===== config.mk =====
export PLATFORM = sky130hd
export DESIGN_NAME = fpadd_sched
export DESIGN_NICKNAME = d
export VERILOG_FILES = /design/src/rtl/fpadd_sched.sv
export SDC_FILE = /design/constraint.sdc
export NUM_CORES = 1
export LEC_CHECK = 0
export CAP_MARGIN = 15
export CELL_PAD_IN_SITES_DETAIL_PLACEMENT = 1
export CELL_PAD_IN_SITES_GLOBAL_PLACEMENT = 1
export CORE_ASPECT_RATIO = 0.75
export CORE_UTILIZATION = 25
export CTS_CLUSTER_DIAMETER = 30
export CTS_CLUSTER_SIZE = 14
export DETAILED_ROUTE_END_ITERATION = 12
export GPL_ROUTABILITY_DRIVEN = 0
export GPL_TIMING_DRIVEN = 1
export PLACE_DENSITY_LB_ADDON = 0.08
export RECOVER_POWER = 50
export SYNTH_ARGS = -nofsm -noshare
export SYNTH_HDL_FRONTEND = slang
export SYNTH_SLANG_ARGS = --single-unit

===== constraint.sdc =====
create_clock -name clk -period 3.2 [get_ports clk]
set_clock_uncertainty 0.15 [all_clocks]
set_input_delay 0.48 -clock clk [delete_from_list [all_inputs] [get_ports clk]]
set_output_delay 0.48 -clock clk [all_outputs]
set_load 0.005 [all_outputs]

===== src/rtl/fpadd_sched.sv =====
// fpadd_sched: round-robin scheduler sharing one multi-cycle FP adder among NREQ requesters.
// Optional WAIT-state timeout abort is compiled in when FPADD_SCHED_TIMEOUT_EN is defined.
module fpadd_sched #(
  parameter int NREQ           = 4,
  parameter int IDW            = 2,
  parameter int TIMEOUT_CYCLES = 64
) (
  input  logic                 clk,
  input  logic                 reset,
  input  logic [NREQ-1:0]      req,
  input  logic [32*NREQ-1:0]   req_a,
  input  logic [32*NREQ-1:0]   req_b,
  output logic [NREQ-1:0]      gnt,
  output logic [NREQ-1:0]      rsp_valid,
  output logic [31:0]          rsp_sum,
  output logic                 rsp_err,
  output logic                 busy,
  output logic [IDW-1:0]       owner,
  output logic                 fp_start,
  output logic [31:0]          fp_a,
  output logic [31:0]          fp_b,
  input  logic [31:0]          fp_sum,
  input  logic                 fp_done
);

  typedef enum logic [1:0] {S_IDLE, S_ISSUE, S_WAIT, S_RESP} state_e;

  state_e          state_q, state_d;
  logic [IDW-1:0]  owner_q, owner_d;
  logic [IDW-1:0]  rr_q, rr_d;
  logic [IDW-1:0]  pick_idx;
  logic            pick_found;
  logic [31:0]     fp_a_q, fp_a_d, fp_b_q, fp_b_d;
  logic [31:0]     rsp_sum_q, rsp_sum_d;
  logic [NREQ-1:0] gnt_q, gnt_d;
  logic            wait_first_q, wait_first_d;
  logic [31:0]     a_arr [NREQ];
  logic [31:0]     b_arr [NREQ];

  if (IDW != $clog2(NREQ)) begin : g_bad_idw
    $error("fpadd_sched: IDW must equal clog2(NREQ)");
  end
  if (NREQ < 2 || NREQ > 8) begin : g_bad_nreq
    $error("fpadd_sched: NREQ must be in 2..8");
  end
  if (TIMEOUT_CYCLES < 1) begin : g_bad_tmo
    $error("fpadd_sched: TIMEOUT_CYCLES must be positive");
  end

  for (genvar gi = 0; gi < NREQ; gi++) begin : g_unpack
    assign a_arr[gi] = req_a[32*gi +: 32];
    assign b_arr[gi] = req_b[32*gi +: 32];
  end

`ifdef FPADD_SCHED_TIMEOUT_EN
  localparam int CNTW = $clog2(TIMEOUT_CYCLES) + 1;
  logic [CNTW-1:0] cnt_q, cnt_d;
  logic            rsp_err_q, rsp_err_d;
`endif

  // Lowest rotational distance from rr_q wins: scan far-to-near so the nearest hit is written last.
  always_comb begin
    int cand;
    cand       = 0;
    pick_found = 1'b0;
    pick_idx   = '0;
    for (int k = NREQ - 1; k >= 0; k--) begin
      cand = int'(rr_q) + k;
      if (cand >= NREQ) cand = cand - NREQ;
      if (req[cand[IDW-1:0]]) begin
        pick_found = 1'b1;
        pick_idx   = cand[IDW-1:0];
      end
    end
  end

  always_ff @(posedge clk or posedge reset) begin
    if (reset) begin
      state_q      <= S_IDLE;
      owner_q      <= '0;
      rr_q         <= '0;
      fp_a_q       <= '0;
      fp_b_q       <= '0;
      rsp_sum_q    <= '0;
      gnt_q        <= '0;
      wait_first_q <= 1'b0;
`ifdef FPADD_SCHED_TIMEOUT_EN
      cnt_q        <= '0;
      rsp_err_q    <= 1'b0;
`endif
    end else begin
      state_q      <= state_d;
      owner_q      <= owner_d;
      rr_q         <= rr_d;
      fp_a_q       <= fp_a_d;
      fp_b_q       <= fp_b_d;
      rsp_sum_q    <= rsp_sum_d;
      gnt_q        <= gnt_d;
      wait_first_q <= wait_first_d;
`ifdef FPADD_SCHED_TIMEOUT_EN
      cnt_q        <= cnt_d;
      rsp_err_q    <= rsp_err_d;
`endif
    end
  end

  always_comb begin
    state_d      = state_q;
    owner_d      = owner_q;
    rr_d         = rr_q;
    fp_a_d       = fp_a_q;
    fp_b_d       = fp_b_q;
    rsp_sum_d    = rsp_sum_q;
    gnt_d        = '0;
    wait_first_d = wait_first_q;
`ifdef FPADD_SCHED_TIMEOUT_EN
    cnt_d        = cnt_q;
    rsp_err_d    = rsp_err_q;
`endif
    case (state_q)
      S_IDLE: begin
        if (pick_found) begin
          owner_d = pick_idx;
          fp_a_d  = a_arr[pick_idx];
          fp_b_d  = b_arr[pick_idx];
          gnt_d   = {{(NREQ-1){1'b0}}, 1'b1} << pick_idx;
          state_d = S_ISSUE;
        end
      end
      S_ISSUE: begin
        wait_first_d = 1'b1;
`ifdef FPADD_SCHED_TIMEOUT_EN
        cnt_d        = '0;
`endif
        state_d      = S_WAIT;
      end
      S_WAIT: begin
        // fp_done may still reflect the previous operation during the first WAIT cycle.
        wait_first_d = 1'b0;
        if (fp_done && !wait_first_q) begin
          rsp_sum_d = fp_sum;
          state_d   = S_RESP;
`ifdef FPADD_SCHED_TIMEOUT_EN
          rsp_err_d = 1'b0;
        end else if (cnt_q == CNTW'(TIMEOUT_CYCLES)) begin
          rsp_sum_d = 32'h7FC0_0000;
          rsp_err_d = 1'b1;
          state_d   = S_RESP;
        end else begin
          cnt_d = cnt_q + 1'b1;
`endif
        end
      end
      S_RESP: begin
        rr_d    = (owner_q == IDW'(NREQ - 1)) ? '0 : owner_q + 1'b1;
        state_d = S_IDLE;
`ifdef FPADD_SCHED_TIMEOUT_EN
        rsp_err_d = 1'b0;
`endif
      end
      default: state_d = S_IDLE;
    endcase
  end

  always_comb begin
    rsp_valid = '0;
    if (state_q == S_RESP) rsp_valid[owner_q] = 1'b1;
    busy     = (state_q != S_IDLE);
    fp_start = (state_q == S_ISSUE);
  end

  assign gnt     = gnt_q;
  assign owner   = owner_q;
  assign fp_a    = fp_a_q;
  assign fp_b    = fp_b_q;
  assign rsp_sum = rsp_sum_q;
`ifdef FPADD_SCHED_TIMEOUT_EN
  assign rsp_err = rsp_err_q;
`else
  assign rsp_err = 1'b0;
`endif

endmodule


# == Word-level counts from Yosys, hierarchy flattened ==
# Cells that the tools add are included.
# totals
ff_bits,107
inputBits,295
out_inout_bits,109
word_cells,80
# classes
add_sub_neg,8
magnitude_cmp,11
n_eq_ne,6
shift,1
n_mux,36
bitwise,1
n_reduce_logical,9
# ops
operator,count
$bmux 32 s2,2
$mux 32,4
$mux 2,11
$lt 2x3->1 const B,5
$ge 3x3->1 const B,4
$mux 4,3
$mux 1,9
$bmux 1 s2,4
$pmux 2 s4,1
$sub 2x1->2 const B,4
$add 2x2->3 const B,2
$eq 2x2->1 const B,3
$reduce_and 2->1,3
$ne 2x2->1 const B,2
$reduce_bool 2->1,2
$shl 1x2->4 const A,1
$add 2x1->3 const B,1
$ge 2x3->1 const B,1
$not 2->3,1
$add 2x1->2 const B,1
$demux 1 s2,1
$eq 2x1->1 const B,1
$ge 2x1->1 const B,1
$logic_and 1x1->1,2
3 further kinds,3

# == Depth between registers and ports, before layout ==
# depth
ltp_word,13
depth_mapped,8
mapped_depth_nobuf,5

# == Worst setup path after synthesis ==
# Ideal clock, no wire load.
# synth_timing
kind,input to register
from,input req[1]
to,register fp_b_q[1] (netlist: fp_b[1])
setup_time_ns,0.131
t_arrival_ns,1.599
required_ns,2.919
setup_slack_ns,1.319
stages,7
path_buffers,3
cell_sequence,nor4_1 > nand2b_1 > buf_4 > nand2b_1 > buf_4 > buf_4 > o211ai_1
# synth_between
elab_chain_cells,10
word_cells_on_any_way,21
classes_between,19 x mux; 1 x bitwise; 1 x reduce/logical
# synth_rtl
element,line,text
from (decl),10,"input logic [NREQ-1:0] req,"
$bmux 1 s2,70,if (req[cand[IDW-1:0]]) begin
$mux 1 (not written as such),70,
$mux 2 (4 in a row),70,
$not 2->3 (not written as such),125,fp_b_d = b_arr[pick_idx];
$bmux 32 s2,125,
$mux 32 (not written as such) (2 in a row),125,
to (signal assigned),96,fp_b_q <= fp_b_d;
to (decl),33,"logic [31:0] fp_a_q, fp_a_d, fp_b_q, fp_b_d;"
# Parallel ways exist; a longest one is shown, timed or not. The select of a mux whose other input is x is not followed.
# A chain may end at the register's enable or synchronous reset.

# == Worst setup path after layout ==
# layout_timing
from,input req[3]
to,register fp_a_q[31] (netlist: fp_a[31])
# layout_between
elab_chain_cells,10
word_cells_on_any_way,21
classes_between,19 x mux; 1 x bitwise; 1 x reduce/logical
# layout_rtl
element,line,text
$bmux 1 s2,70,
$mux 1 (not written as such),70,
$mux 2 (4 in a row),70,
$not 2->3 (not written as such),124,fp_a_d = a_arr[pick_idx];
$bmux 32 s2,124,
$mux 32 (not written as such) (2 in a row),124,
to (signal assigned),95,fp_a_q <= fp_a_d;
to (decl),33,
# Parallel ways exist; a longest one is shown, timed or not. The select of a mux whose other input is x is not followed.

==> results.txt <==
TritonCTS clock tree: built
Chip height: 144 um
Critical Path Start Type: input pin
DR WL/cell: 22.6 um
Outcome: finished, violations left
Violated checks: capacitance limit, slew limit
Port bufs: 402
Total wire length: 30800 um
First-pass GRT wire length: 45300 um
Worst Hold Class: register to register
Final setup violation count: 0
Drt drc: 0
Diode count: 0
Layout net count: 1318
CORE AREA: 26200 um^2
Cell Pwr Density: 742 nW/um^2
Crit-path max cell delay: 650 ps
Pre-CTS WS: 324 ps
Starting Density: 25.7%
Achievable Freq: 0.402 GHz
RR Startpoint: rr_q[1]$_DFFE_PP0P_
IO Count: 404
Post-cts sizing count: 0
Max VDD drop: 0.490 mV
Gate Count Post-Synth: 662
Worst r2r path cells: 6
Vias: 7082
Critical path's slowest cell: clkdlybuf4s50_1
Clock root cell: clkbuf_16
Drt via density: 5.19
Final hold violation count: 0
Worst Path Buf+Inv: 2
Number of global-route vias before repair: 7524
Avg Synthesized Cell Area: 10.2 um^2
Depth of the CTS H-tree: 3
Crit path launch: req[3]
Rel. slew slack: -10.3%
Antenna Nets Post-Route: 0
Setup bufs post-CTS: 0
Grt total ovfl: 0
Worst EP required: 3330 ps
FF+latch count, synth: 107
CTS sink cnt: 107
Layout Cells excl Fill: 1364
Crit end category: register
Die area: 27600 um^2
Register area share after synthesis: 39.8%
Worst Path Arrival: 2620 ps
CP Max Fanout: 64
Share of layout cells above drive strength 1: 9.90%
Placed cells: 1348
Final Cycle Share: 77.8%
Worst-path clk slew: 90 ps
Drt first-iter violations: 229
Crit path to: fp_a[31]$_DFFE_PP0P_
CP Depth: 6
Crit path max-delay family: buffers and inverters
Worst-Margin Slew: 1650 ps
# rows: 51
Num CTS Buffers: 9
Worst Setup Slack, final: 709 ps
Largest net degree at the start of global routing: 108
Final core occ: 43.3%
Minimum clock period: 2490 ps
Die W: 191 um
Mapped Nets: 965
Unique masters post-synth: 34
Max Cap Violations: 1
Initial antenna violation count: 0
RSZ-0062 raised after global routing: false
Crit-path cells: clkdlybuf4s50_1 -> or2_2 -> buf_4 -> nand4_1 -> a211o_1 -> o211ai_1
Fin. max-slew vios: 108
Drt first pass iters: 4
Post-Syn Area: 6730 um^2
Setup tns final: 0 ps
FF-to-FF End: fp_a[31]$_DFFE_PP0P_
Area Overhead vs Synth: 68.5%
CP Class: input pin to register
Worst-Skew Late Latency: 350 ps
Clk buf depth: 2
Reg2reg setup slack: 840 ps
Leakage power: 4.69 nW
YS warnings: 0
Total track usage: 21.7%
Cts hold-fix bufs: 0
DP Wirelength: 21900 um
-- Yosys cell counts, drive strengths merged --
cell type | number | area, um^2
a22oi | 1 | 7.51
inv | 8 | 30.0
nor4 | 1 | 6.26
mux2 | 33 | 372
a21oi | 3 | 15.0
nand4 | 64 | 400
mux2i | 66 | 661
o22a | 2 | 17.5
nand2b | 3 | 18.8
dfrtp | 107 | 2680
nand3 | 2 | 15.0
a211o | 64 | 561
nor3 | 3 | 15.0
a21o | 1 | 7.51
buf | 60 | 340
nor2 | 3 | 11.3
o22ai | 1 | 6.26
ha | 8 | 100
o21a | 1 | 7.51
o21ai | 2 | 10.0
conb | 1 | 3.75
o31ai | 64 | 480
or2 | 2 | 12.5
nor3b | 1 | 7.51
o211ai | 64 | 576
nand2 | 71 | 267
clkbuf | 22 | 82.6
and2 | 4 | 25.0
-- metal layers --
layer  GRT usage, %  up-vias  wire length [um]
met4           6.35        0               662
met3           6.70       40              2590
met5              0        -                 0
met2           35.9      283             14400
met1           27.1     3486             13100
li1               -     3273                 -
-- power by group --
group | switching (mW) | leakage (nW) | total [mW] | internal (mW)
clock network | 0.593 | 0.139 | 1.14 | 0.543
logic | 2.42 | 3.22 | 4.93 | 2.51
registers | 0.347 | 1.33 | 2.35 | 2.00
-- logic make-up (layout without fill, tap and decap cells) --
| kind of cell | count (synthesis) | after routing | share of synthesized area (%) |
|---|---|---|---|
| other cells | 1 | 1 | 0.0557 |
| flops | 107 | 107 | 39.8 |
| buf+inv | 90 | 448 | 6.73 |
| compound gates | 203 | 203 | 25.1 |
| fa+ha+maj | 8 | 8 | 1.49 |
| simple gates | 154 | 154 | 11.6 |
| mux | 99 | 99 | 15.3 |
-- worst min-delay path by stage --
stage,slack (ps),end,start,cells after the start
after floorplan,330,fp_a[17]$_DFFE_PP0P_,fp_a[17]$_DFFE_PP0P_,2
after global placement,320,fp_a[28]$_DFFE_PP0P_,fp_a[28]$_DFFE_PP0P_,2
after detailed placement,330,fp_b[5]$_DFFE_PP0P_,fp_b[5]$_DFFE_PP0P_,2
after CTS,350,fp_b[5]$_DFFE_PP0P_,fp_b[5]$_DFFE_PP0P_,2
after global routing,360,fp_b[0]$_DFFE_PP0P_,fp_b[0]$_DFFE_PP0P_,2
final,340,fp_a[6]$_DFFE_PP0P_,fp_a[6]$_DFFE_PP0P_,2
-- layout make-up --
| class | count | area, um^2 |
|---|---|---|
| Clock buffer | 9 | 225 |
| Multi-Input combinational cell | 465 | 3650 |
| Inverter | 8 | 33.8 |
| Tap cell | 344 | 430 |
| Clock inverter | 7 | 60.1 |
| Fill cell | 2900 | 14900 |
| Sequential cell | 107 | 2680 |
| Timing Repair Buffer | 424 | 4260 |
-- sequential cells by signal (all words and copies together) (netlist names) --
| register | flops |
|---|---|
| state_q | 2 |
| fp_b | 32 |
| fp_a | 32 |
| owner | 2 |
| rsp_sum | 32 |
| rr_q | 2 |
| wait_first_q | 1 |
| gnt | 4 |
-- tightest hold or removal path, cell delays in order (launching register included) --
cell and delay [ps]:
dfrtp_1 340, nand2_1 50, o211ai_1 70
-- layout by cell type (no fill, tap or decap), types with 4 or more instances in the layout --
master,instances
dlygate4sd3_1,52
dfrtp_1,107
mux2_2,33
clkdlybuf4s50_1,350
o211ai_2,19
nand2_1,71
inv_1,7
o211ai_1,45
and2_1,4
o31ai_1,64
a211o_1,64
buf_4,15
nand4_1,64
clkbuf_16,9
ha_1,8
mux2i_1,66
buf_12,6
-- through the flow --
stage | hold WS (ps) | instance area (um^2) | total power, mW
floorplan | 333 | 6740 | 4.94
global placement | 321 | 11100 | 7.46
detailed placement | 327 | 11100 | 7.53
CTS | 347 | 11400 | 8.71
global route | 362 | 11300 | 9.04
finish | 341 | 11300 | 8.42
No activity file was read; power rests on OpenSTA's default activity.
